`src/rtl/regfile_seq.sv`:
```
// Access sequencer for the register-cell array: reads two operands, hands them
// to the ALU, waits for the result and optionally writes it back to rd.
module regfile_seq #(
  parameter int NREG = 16,
  parameter int AW   = 4,
  parameter int DW   = 32
) (
  input  logic            clk,
  input  logic            rst,
  input  logic            req_valid,
  output logic            req_ready,
  input  logic [AW-1:0]   req_rn,
  input  logic [AW-1:0]   req_rm,
  input  logic [AW-1:0]   req_rd,
  input  logic            req_wb,
  output logic [NREG-1:0] ce_a,
  output logic [NREG-1:0] ce_b,
  output logic [NREG-1:0] ce_w,
  output logic            we,
  input  logic [DW-1:0]   bus_a,
  input  logic [DW-1:0]   bus_b,
  output logic [DW-1:0]   wr_data,
  output logic [DW-1:0]   op_a,
  output logic [DW-1:0]   op_b,
  output logic            op_valid,
  input  logic            res_valid,
  input  logic [DW-1:0]   res_data,
  output logic            done,
  output logic [2:0]      dbg_state
);

  // Handshake: a request transfers on a posedge where req_valid && req_ready;
  // req_ready is high only in IDLE, so the requester holds req_valid until then.

  typedef enum logic [2:0] {
    S_IDLE  = 3'd0,
    S_READ  = 3'd1,
    S_EXEC  = 3'd2,
    S_WRITE = 3'd3,
    S_DONE  = 3'd4
  } state_t;

  localparam logic [NREG-1:0] ONE = {{(NREG-1){1'b0}}, 1'b1};

  state_t          r_state;
  state_t          w_next;
  logic [AW-1:0]   r_rn;
  logic [AW-1:0]   r_rm;
  logic [AW-1:0]   r_rd;
  logic            r_wb;
  logic [DW-1:0]   r_op_a;
  logic [DW-1:0]   r_op_b;
  logic [DW-1:0]   r_wr_data;
  logic [NREG-1:0] w_sel_a;
  logic [NREG-1:0] w_sel_b;
  logic [NREG-1:0] w_sel_w;
  logic            w_accept;

  // Shifting past the top bit yields zero, so out-of-range addresses select nothing.
  assign w_sel_a  = ONE << r_rn;
  assign w_sel_b  = ONE << r_rm;
  assign w_sel_w  = ONE << r_rd;
  assign w_accept = req_valid && req_ready;

  always_ff @(posedge clk or posedge rst) begin
    if (rst) begin
      r_state   <= S_IDLE;
      r_rn      <= '0;
      r_rm      <= '0;
      r_rd      <= '0;
      r_wb      <= 1'b0;
      r_op_a    <= '0;
      r_op_b    <= '0;
      r_wr_data <= '0;
    end else begin
      r_state <= w_next;
      if (w_accept) begin
        r_rn <= req_rn;
        r_rm <= req_rm;
        r_rd <= req_rd;
        r_wb <= req_wb;
      end
      // A port with no cell selected sees a floating bus; force its operand to 0.
      if (r_state == S_READ) begin
        r_op_a <= (|w_sel_a) ? bus_a : '0;
        r_op_b <= (|w_sel_b) ? bus_b : '0;
      end
      if (r_state == S_EXEC && res_valid && r_wb) begin
        r_wr_data <= res_data;
      end
    end
  end

  always_comb begin
    w_next    = r_state;
    req_ready = 1'b0;
    ce_a      = '0;
    ce_b      = '0;
    ce_w      = '0;
    we        = 1'b0;
    op_valid  = 1'b0;
    done      = 1'b0;
    case (r_state)
      S_IDLE: begin
        req_ready = 1'b1;
        if (req_valid) w_next = S_READ;
      end
      S_READ: begin
        ce_a   = w_sel_a;
        ce_b   = w_sel_b;
        w_next = S_EXEC;
      end
      S_EXEC: begin
        op_valid = 1'b1;
        if (res_valid) w_next = r_wb ? S_WRITE : S_DONE;
      end
      S_WRITE: begin
        ce_w   = w_sel_w;
        we     = 1'b1;
        w_next = S_DONE;
      end
      S_DONE: begin
        done   = 1'b1;
        w_next = S_IDLE;
      end
      default: w_next = S_IDLE;
    endcase
  end

  assign op_a      = r_op_a;
  assign op_b      = r_op_b;
  assign wr_data   = r_wr_data;
  assign dbg_state = r_state;

endmodule

```
`config.mk`:
```
export PLATFORM = sky130hd
export DESIGN_NAME = regfile_seq
export DESIGN_NICKNAME = d
export VERILOG_FILES = /design/src/rtl/regfile_seq.sv
export SDC_FILE = /design/constraint.sdc
export NUM_CORES = 1
export LEC_CHECK = 0
export ABC_AREA = 1
export ABC_CLOCK_PERIOD_IN_PS = 3500
export CORE_ASPECT_RATIO = 0.9
export CORE_MARGIN = 3
export CORE_UTILIZATION = 35
export DETAILED_ROUTE_END_ITERATION = 6
export GPL_TIMING_DRIVEN = 0
export HOLD_SLACK_MARGIN = 0.12
export PLACE_DENSITY = 0.77
export SYNTH_ARGS = -nofsm -noshare
export SYNTH_HDL_FRONTEND = slang
export SYNTH_SLANG_ARGS = --single-unit
```
`constraint.sdc`:
```
create_clock -name clk -period 3.5 [get_ports clk]
set_input_delay 0.7 -clock clk [delete_from_list [all_inputs] [get_ports clk]]
set_output_delay 0.7 -clock clk [all_outputs]
set_load 0.05 [all_outputs]
```
After elaboration in Yosys (flattened, before gate mapping)
Cells that the tools add are included.
- flip-flop bits (word level): 112
- input bits: 113
- output and inout port bits: 151
- word-level logic and storage cells: 37
- equality and inequality tests: 6
- shifts and indexed selects: 3
- multiplexer cells: 13
- reduce and logical (&&, ||, !) cells: 7
- operators with widths (operator ; count):
    32-bit 2-to-1 mux ; 2
    16-bit 2-to-1 mux ; 3
    1-bit by 4-bit left shift with 16-bit output, first input constant ; 3
    16-bit OR reduction ; 2
    3-bit one-hot mux with 4 select lines ; 1
    3-bit 2-to-1 mux ; 3
    3-bit by 2-bit == test with 1-bit output, second input constant ; 2
    1-bit 2-to-1 mux ; 4
    2-bit != test, second input constant ; 2
    3-bit by 1-bit == test with 1-bit output, second input constant ; 1
    3-bit == test, second input constant ; 1
    1-bit logical AND ; 3
    3-bit zero test ; 1
    2-bit AND reduction ; 1

Longest topological paths before layout
Gate-level depths: netlist of run 1.
- word-level depth: 3
- gate-level depth with buffers: 7
- mapped depth without buffers: 6

Least setup slack after synthesis of run 1
OpenSTA, ideal clock, no wires.
- path type: reg-to-output
- start point: register r_state[0] (netlist: dbg_state[0])
- end point: output port ce_w[0]
- data arrival time: 2.577 ns
- required time: 2.800 ns
- setup slack: 0.223 ns
- cell stages (with the launch flop): 5
- path buffers: 0
- path through: dfrtp_1 > inv_1 > nor3_2 > nand2_1 > nor2_1
- longest elaborated chain between the ends: 2
- ends and longest elaborated chain (item ; line ; source):
    from (decl) ; 45 ; state_t r_state;
    from (signal assigned) ; 76 ; r_state <= w_next;
    3-bit by 2-bit == test with 1-bit output ; 103 ; case (r_state)
    16-bit 2-to-1 mux ; 103 ;
    to (decl) ; 18 ; output logic [NREG-1:0] ce_w,
No other way between the ends.

Final worst setup path of run 1
- start point: register r_state[2] (netlist: dbg_state[2])
- end point: output port ce_a[15]
- longest elaborated chain between the ends: 2
- ends and longest elaborated chain (item ; line ; source):
    3-bit by 1-bit == test with 1-bit output ; 103 ;
    16-bit 2-to-1 mux ; 103 ;
    to (decl) ; 16 ; output logic [NREG-1:0] ce_a,
No other way between the ends.

==> results of run 1 <==
power breakdown:
| group | internal, W | total (W) | switching (W) |
|---|---|---|---|
| clock | 0.000582 | 0.00107 | 0.000484 |
| combinational | 0.00166 | 0.00521 | 0.00355 |
| sequential | 0.00194 | 0.00236 | 0.000420 |
| total | 0.00419 | 0.00864 | 0.00445 |
logic make-up after synthesis:
family / after synthesis / synth area share
and+or+nand+nor: 430 / 0.3599
buffers and inverters: 43 / 0.04565
DFF: 112 / 0.5945
critical path: cells and delay by family, from the launching register on:
kind          cells  cell delay (ns)
buf+inv           4             1.22
flops             1             0.47
simple gates      3             0.52
metrics by stage:
step / worst slack [ns] / power, W / instance area [um2] / util / hold slack, ns
floorplan: 0.2228 / 0.005761 / 4718 / - / 0.4564
global route: 0.03330 / 0.009174 / 7924 / 0.6128 / 0.4995
CTS: 0.1610 / 0.008726 / 7924 / 0.6128 / 0.4834
global placement: 0.2931 / 0.007548 / 7556 / 0.5843 / 0.4601
detailed placement: 0.5558 / 0.007626 / 7616 / 0.5890 / 0.4638
finish: 0.2184 / 0.008638 / 7924 / 0.6128 / 0.4791
cells in the mapped netlist (all sizes together):
library cell | number | area, um2
nand3 | 40 | 205.2
clkbuf | 2 | 7.510
dfrtp | 112 | 2803
nand3b | 1 | 7.510
buf | 23 | 140.1
inv | 18 | 67.56
nand2 | 327 | 1227
or2 | 2 | 12.51
nor2 | 59 | 234.0
nor3 | 1 | 10.01
final timing paths:
kind                       slack [ns]  depth (start not counted)        to         start
hold / removal                   0.48                          2  op_b[12]      op_b[12]
hold reg to reg                  0.48                          2  op_b[12]      op_b[12]
setup / recovery                 0.22                          7  ce_a[15]  dbg_state[2]
min in group asynchronous        0.73                          2  op_b[20]           rst
max in group asynchronous        1.99                          4  op_b[17]           rst
setup reg to reg                 1.99                          7  op_b[11]  dbg_state[2]
metal layers:
layer	wire (um)	vias to the layer above
met5	0	-
met4	157	0
met3	1308	14
met2	7160	170
met1	5967	2157
li1	-	2326
placed cells by master, fill, tap and decap left out, types with 2 or more instances in the layout:
cell type | Yosys | final
clkdlybuf4s50_1 | 0 | 263
buf_4 | 10 | 10
inv_2 | 3 | 3
buf_2 | 13 | 13
clkinvlp_4 | 0 | 3
nor2_1 | 56 | 56
nand3_1 | 39 | 39
dfrtp_1 | 112 | 112
inv_1 | 15 | 14
buf_12 | 0 | 3
nand2_1 | 327 | 327
nor2_2 | 2 | 2
or2_2 | 2 | 2
clkbuf_1 | 2 | 3
clkbuf_16 | 0 | 9
final cells by class:
| type | instances | area, um2 | share of cell area |
|---|---|---|---|
| Buffer | 25 | 147.6 | 0.01863 |
| Sequential cell | 112 | 2803 | 0.3537 |
| Clock inverter | 5 | 65.06 | 0.008211 |
| Clock buffer | 11 | 242.7 | 0.03063 |
| Multi-Input combinational cell | 430 | 1697 | 0.2141 |
| Inverter | 18 | 71.32 | 0.009000 |
| Tap cell | 164 | 205.2 | 0.02590 |
| Timing Repair Buffer | 266 | 2693 | 0.3398 |
sequential cells by signal (all words and copies together) (netlist names):
register   cells
r_rn           4
op_a          32
r_rm           4
dbg_state      3
r_rd           4
wr_data       32
r_wb           1
op_b          32
==> results.json, run 1 <==
{
  "antenna_found_initial": 0,
  "grt_use_met2": 0.3346,
  "fillerInstances": 1128,
  "crit_chain": "inv_2 -> nand3_2 -> inv_2 -> buf_4 -> nand2_1 -> nor2_1 -> clkdlybuf4s50_1",
  "dieArea_um2": 14900,
  "worstMarginPinSlew_ns": 0.5635,
  "outcome": "completed",
  "clk_pin_slew_ns": 0.07,
  "start_util": 0.3646,
  "syn_avg_cell_area_um2": 8.059,
  "relSlewSlack": 0.6232,
  "drc": 0,
  "crit_type": "flip-flop to output port",
  "peakVddDrop_mv": 0.7178,
  "hold_path_class": "flip-flop to flip-flop",
  "placeableCoreArea_um2": 12930,
  "numCtsBuffers": 9,
  "layout-drive-gt1-share": 0.05998,
  "drv_slew": 0,
  "via_count": 4667,
  "cp-start-kind": "flip-flop",
  "cp-end-kind": "output port",
  "synth.cell_area_um2": 4715,
  "cts_max_level": 3,
  "die_height_um": 116.1,
  "grt_max_degree": 39,
  "setup_tns_ns": 0,
  "top_usage_layer": "met2",
  "cts_resized": 0,
  "grt_pass1_wl_um": 22920,
  "die_w_um": 128.3,
  "grt_use_total": 0.1954,
  "grtUsageMet3": 0.07590,
  "ys_ff_latch": 112,
  "final_cells": 1031,
  "first_iter_violations": 210,
  "detail_route.first_pass.iterations": 4,
  "grt.overflow.total": 0,
  "grt_setup_unrepaired": "false",
  "critPathMaxFanout": 10,
  "period_needed_ns": 3.282,
  "diodes": 0,
  "cts_setup_buffers": 0,
  "dp_cells": 1015,
  "clockBufferDepth": 2,
  "io_pins": 264,
  "leakage_nw": 3.778,
  "synth_seq_area_share": 0.5945,
  "synth_nets": 698,
  "wirelength_um": 14600,
  "gr-usage-met1": 0.2345,
  "dp.final_hpwl_um": 11460,
  "fin_worst_skew_ns": 0.006001,
  "ant_nets": 0,
  "clkSinkCount": 112,
  "wl_per_cell_um": 14.16,
  "cts_tree": "done",
  "maxCapViolations": 0,
  "cp_slowest_stage_delay_ns": 0.83,
  "cp_common_cell": "inv_2",
  "worstSkewPairLatency_ns": 0.35,
  "min_period_over_period": 0.9376,
  "via_per_inst": 4.527,
  "required_ns": 2.80,
  "io_buffers": 263,
  "synthCells": 585,
  "grt_pass1_vias": 4524,
  "hold_buffers": 0,
  "area_growth_pct": 68.07,
  "fmax_mhz": 304.7,
  "synth.distinct_cells": 15,
  "cts-root-buf": "clkbuf_16",
  "arrival_ns": 2.58,
  "slowest_stage": "clkdlybuf4s50_1",
  "p_per_area_nw_per_um2": 1090,
  "setup_violations": 0,
  "gp_congestion": 0.9048,
  "final_nets": 975,
  "finalHoldViolations": 0,
  "yosysWarnings": 0,
  "placementRows": 39
}
No activity file was read; power rests on OpenSTA's default activity.
==> run 2, diff against run 1 <==
--- a/config.mk
+++ b/config.mk
@@ -7,13 +7,16 @@
 export LEC_CHECK = 0
 export ABC_AREA = 1
 export ABC_CLOCK_PERIOD_IN_PS = 3500
+export CELL_PAD_IN_SITES_DETAIL_PLACEMENT = 1
+export CELL_PAD_IN_SITES_GLOBAL_PLACEMENT = 1
 export CORE_ASPECT_RATIO = 0.9
 export CORE_MARGIN = 3
-export CORE_UTILIZATION = 35
+export CORE_UTILIZATION = 24
 export DETAILED_ROUTE_END_ITERATION = 6
 export GPL_TIMING_DRIVEN = 0
 export HOLD_SLACK_MARGIN = 0.12
-export PLACE_DENSITY = 0.77
+export PLACE_DENSITY_LB_ADDON = 0.1
+export SETUP_SLACK_MARGIN = 0.05
 export SYNTH_ARGS = -nofsm -noshare
 export SYNTH_HDL_FRONTEND = slang
 export SYNTH_SLANG_ARGS = --single-unit
==> results.json, run 2 (synthesis results as in run 1) <==
{
  "io_pins": 264,
  "placeableCoreArea_um2": 18820,
  "p_per_area_nw_per_um2": 1084,
  "fmax_mhz": 304.2,
  "hold_buffers": 0,
  "setup_tns_ns": 0,
  "cp-start-kind": "flip-flop",
  "grt_setup_unrepaired": "false",
  "clkSinkCount": 112,
  "leakage_nw": 3.847,
  "critPathMaxFanout": 10,
  "power_frac_seq": 0.275,
  "outcome": "completed",
  "cts_max_level": 3,
  "via_per_inst": 4.310,
  "combPwrFrac": 0.611,
  "maxCapViolations": 0,
  "drc": 0,
  "placementRows": 47,
  "layout.cells.most_common_list": "nand2_1 (327), clkdlybuf4s50_1 (258), dfrtp_1 (112)",
  "required_ns": 2.80,
  "start_util": 0.2505,
  "final_nets": 974,
  "peakVddDrop_mv": 0.4762,
  "final_cells": 1109,
  "first_iter_violations": 106,
  "final_common_cell": "nand2_1",
  "worstSkewPairLatency_ns": 0.35,
  "detail_route.first_pass.iterations": 4,
  "ant_nets": 0,
  "dieArea_um2": 21360,
  "cts-root-buf": "clkbuf_16",
  "worstMarginPinSlew_ns": 0.8910,
  "gp_congestion": 0.7474,
  "antenna_found_initial": 0,
  "hold_path_class": "flip-flop to flip-flop",
  "clockBufferDepth": 2,
  "wl_per_cell_um": 15.89,
  "diodes": 0,
  "dp_cells": 1095,
  "swShare": 0.5276,
  "cp-end-kind": "output port",
  "area_growth_pct": 69.27,
  "relSlewSlack": 0.4048,
  "p_switching_w": 0.004564,
  "crit_type": "flip-flop to output port",
  "period_needed_ns": 3.287,
  "clk_pin_slew_ns": 0.07,
  "drv_slew": 0,
  "die_height_um": 139.0,
  "grt_pass1_vias": 5309,
  "finalHoldViolations": 0,
  "grt_use_total": 0.1641,
  "fillerInstances": 2250,
  "grt_max_degree": 40,
  "min_period_over_period": 0.9391,
  "io_buffers": 263,
  "wirelength_um": 17630,
  "clkPwrFrac": 0.114,
  "layout-drive-gt1-share": 0.05787,
  "fin_worst_skew_ns": 0.008354,
  "dp.final_hpwl_um": 13820,
  "p_int_w": 0.004086,
  "grt_pass1_wl_um": 28500,
  "arrival_ns": 2.59,
  "setup_violations": 0,
  "via_count": 4780,
  "grt.overflow.total": 0,
  "numCtsBuffers": 9,
  "die_w_um": 153.7,
  "cts_tree": "done"
}
==> run 2: timing repair <==
action,CTS,global route
setup endpoints to repair,0,5
setup buffers,0,0
resized for setup,0,5
==> run 2: per-layer routing <==
layer | GRT usage | wire, um | up-vias
met5 | 0 | 0 | -
met2 | 0.2859 | 8792 | 166
met1 | 0.1910 | 7148 | 2274
met3 | 0.06084 | 1400 | 21
li1 | - | - | 2319
met4 | 0.04229 | 283 | 0
==> run 2: worst paths after layout <==
| kind | startpoint | to | slack, ns | depth (start not counted) |
|---|---|---|---|---|
| max | dbg_state[2] | ce_a[11] | 0.21 | 7 |
| min | op_b[28] | op_b[28] | 0.48 | 2 |
| max reg2reg | dbg_state[2] | op_b[9] | 1.97 | 7 |
| min reg2reg | op_b[28] | op_b[28] | 0.48 | 2 |
| max in group asynchronous | rst | op_b[10] | 1.92 | 3 |
| min in group asynchronous | rst | wr_data[6] | 0.89 | 2 |
==> run 2: final cells by class <==
cell class                 instances  area (um2)  share of cell area
sequential                       112        2803              0.3512
buffer                            25       147.6             0.01850
multi-input combinational        430        1697              0.2126
tap                              245       306.5             0.03841
inverter                          18       71.32            0.008937
clock buffer                       9       225.2             0.02822
timing repair buffer             265        2685              0.3365
clock inverter                     5       45.04            0.005644
==> run 2: power groups by stage <==
stage	sequential [W]	combinational [W]	clock, W
5_1_grt	0.00248	0.00566	0.00108
3_5_place_dp	0.00240	0.00536	0
4_1_cts	0.00239	0.00538	0.00103
2_1_floorplan	0.00429	0.00147	0
6_report	0.00238	0.00529	0.000984
3_3_place_gp	0.00235	0.00524	0
==> run 2: worst max-delay path: stages (launching register included) <==
cell	delay, ns
dfrtp_1	0.47
inv_2	0.13
nand3_2	0.16
inv_2	0.10
buf_4	0.19
nand2_1	0.20
nor2_1	0.16
clkdlybuf4s50_1	0.82
==> run 2: stage by stage <==
step	setup slack, ns	power [W]	instance area, um2	utilization	hold WS (ns)
floorplan	0.2228	0.005761	4718	-	0.4564
global placement	0.2030	0.007593	7657	0.4069	0.4613
detailed placement	0.5529	0.007753	7697	0.4090	0.4684
CTS	0.1615	0.008791	7968	0.4234	0.4891
global route	0.05013	0.009217	7980	0.4241	0.5106
finish	0.2132	0.008650	7980	0.4241	0.4805
==> run 3, diff against run 2 <==
--- a/config.mk
+++ b/config.mk
@@ -15,6 +15,7 @@
 export DETAILED_ROUTE_END_ITERATION = 6
 export GPL_TIMING_DRIVEN = 0
 export HOLD_SLACK_MARGIN = 0.12
+export MAX_ROUTING_LAYER = met4
 export PLACE_DENSITY_LB_ADDON = 0.1
 export SETUP_SLACK_MARGIN = 0.05
 export SYNTH_ARGS = -nofsm -noshare
==> results.json, run 3 (synthesis results as in run 1) <==
{
  "layout-drive-gt1-share": 0.05787,
  "gp_congestion": 0.7592,
  "arrival_ns": 2.59,
  "io_buffers": 263,
  "cts-root-buf": "clkbuf_16",
  "wl_per_cell_um": 15.89,
  "die_height_um": 139.0,
  "pre_cts_ws_ns": 0.5529,
  "fmax_mhz": 304.2,
  "relSlewSlack": 0.4082,
  "io_pins": 264,
  "start_util": 0.2505,
  "setup_tns_ns": 0,
  "peakVddDrop_mv": 0.4755,
  "clk_pin_slew_ns": 0.07,
  "cp_common_cell": "inv_2",
  "p_per_area_nw_per_um2": 1084,
  "min_period_over_period": 0.9394,
  "area_growth_pct": 69.27,
  "fillerInstances": 2250,
  "via_per_inst": 4.312,
  "detail_route.first_pass.iterations": 4,
  "setup_slack_ns": 0.2122,
  "cp-start-kind": "flip-flop",
  "grt_pass1_wl_um": 28460,
  "layout.cells.most_common_list": "nand2_1 (327), clkdlybuf4s50_1 (258), dfrtp_1 (112)",
  "antenna_found_initial": 0,
  "setup_violations": 0,
  "fin_worst_skew_ns": 0.008926,
  "clockBufferDepth": 2,
  "maxCapViolations": 0,
  "cp_slowest_stage_delay_ns": 0.82,
  "required_ns": 2.80,
  "grt_pass1_vias": 5328,
  "dp.final_hpwl_um": 13820,
  "die_w_um": 153.7,
  "dieArea_um2": 21360,
  "via_count": 4782,
  "first_iter_violations": 124,
  "grt_max_degree": 40,
  "final_common_cell": "nand2_1",
  "worstMarginPinSlew_ns": 0.8859,
  "placeableCoreArea_um2": 18820,
  "hold_path_class": "flip-flop to flip-flop",
  "period_needed_ns": 3.288,
  "grt_setup_unrepaired": "false",
  "grt.overflow.total": 0,
  "worstSkewPairLatency_ns": 0.35,
  "cts_tree": "done",
  "grt_use_total": 0.1690,
  "ant_nets": 0,
  "slowest_stage": "clkdlybuf4s50_1",
  "cp-end-kind": "output port",
  "numCtsBuffers": 9,
  "diodes": 0,
  "clkSinkCount": 112,
  "leakage_nw": 3.847,
  "finalHoldViolations": 0,
  "drv_slew": 0,
  "placementRows": 47,
  "drc": 0,
  "crit_type": "flip-flop to output port",
  "wirelength_um": 17620,
  "outcome": "completed",
  "final_nets": 974,
  "critPathMaxFanout": 10,
  "crit_chain": "inv_2 -> nand3_2 -> inv_2 -> buf_4 -> nand2_1 -> nor2_1 -> clkdlybuf4s50_1",
  "cts_max_level": 3
}
==> run 3: cell counts in the layout (fill, tap and decap cells not counted) <==
Identical to the previous run, type by type.
==> run 3: final cells by class <==
type / instances / area (um2) / share of cell area
sequential: 112 / 2803 / 0.3512
timing repair buffer: 265 / 2685 / 0.3365
multi-input combinational: 430 / 1697 / 0.2126
tap: 245 / 306.5 / 0.03841
clock buffer: 9 / 225.2 / 0.02822
buffer: 25 / 147.6 / 0.01850
inverter: 18 / 71.32 / 0.008937
clock inverter: 5 / 45.04 / 0.005644
==> run 3: per-layer routing <==
metal  wire [um]  global-route usage  share of wire  vias to the layer above
li1            -                   -              -                     2316
met1        7233              0.1925           0.41                     2281
met2        8772              0.2869           0.50                      164
met3        1330             0.05741          0.075                       21
met4         284             0.04229          0.016                        0
met5           0                   -              0                        -
==> run 3: critical path, delay by kind of cell, from the launching register on <==
kind,cells,cell delay [ns]
simple gates,3,0.52
buf+inv,4,1.24
flops,1,0.47
==> run 3: final timing paths <==
kind / start / end / slack [ns] / depth (start not counted)
worst max-delay path: dbg_state[2] / ce_a[11] / 0.21 / 7
worst min-delay path: op_b[22] / op_b[22] / 0.48 / 2
worst max register to register: dbg_state[2] / op_b[9] / 1.97 / 7
worst min register to register: op_b[22] / op_b[22] / 0.48 / 2
max in group asynchronous: rst / op_b[10] / 1.93 / 3
min in group asynchronous: rst / wr_data[3] / 0.88 / 2
==> run 3: stage by stage <==
step | utilization | hold slack, ns | std cells | instance area, um2 | total power (W)
floorplan | - | 0.4564 | 585 | 4718 | 0.005761
global placement | 0.4069 | 0.4613 | 1093 | 7657 | 0.007593
detailed placement | 0.4090 | 0.4684 | 1095 | 7697 | 0.007753
CTS | 0.4234 | 0.4891 | 1109 | 7968 | 0.008791
global route | 0.4241 | 0.5106 | 1109 | 7980 | 0.009214
finish | 0.4241 | 0.4817 | 1109 | 7980 | 0.008647
==> run 3: timing repair <==
| item | CTS | global route |
|---|---|---|
| resized for setup | 0 | 5 |
| hold buffers | 0 | 0 |
| setup buffers | 0 | 0 |
| setup endpoints to repair | 0 | 5 |
| endpoints found under the hold margin | 0 | 0 |
==> run 3: power by group <==
| group | internal, W | total [W] | switching, W |
|---|---|---|---|
| clock | 0.000485 | 0.000982 | 0.000497 |
| combinational | 0.00166 | 0.00529 | 0.00363 |
| sequential | 0.00194 | 0.00238 | 0.000438 |
| total | 0.00409 | 0.00865 | 0.00456 |
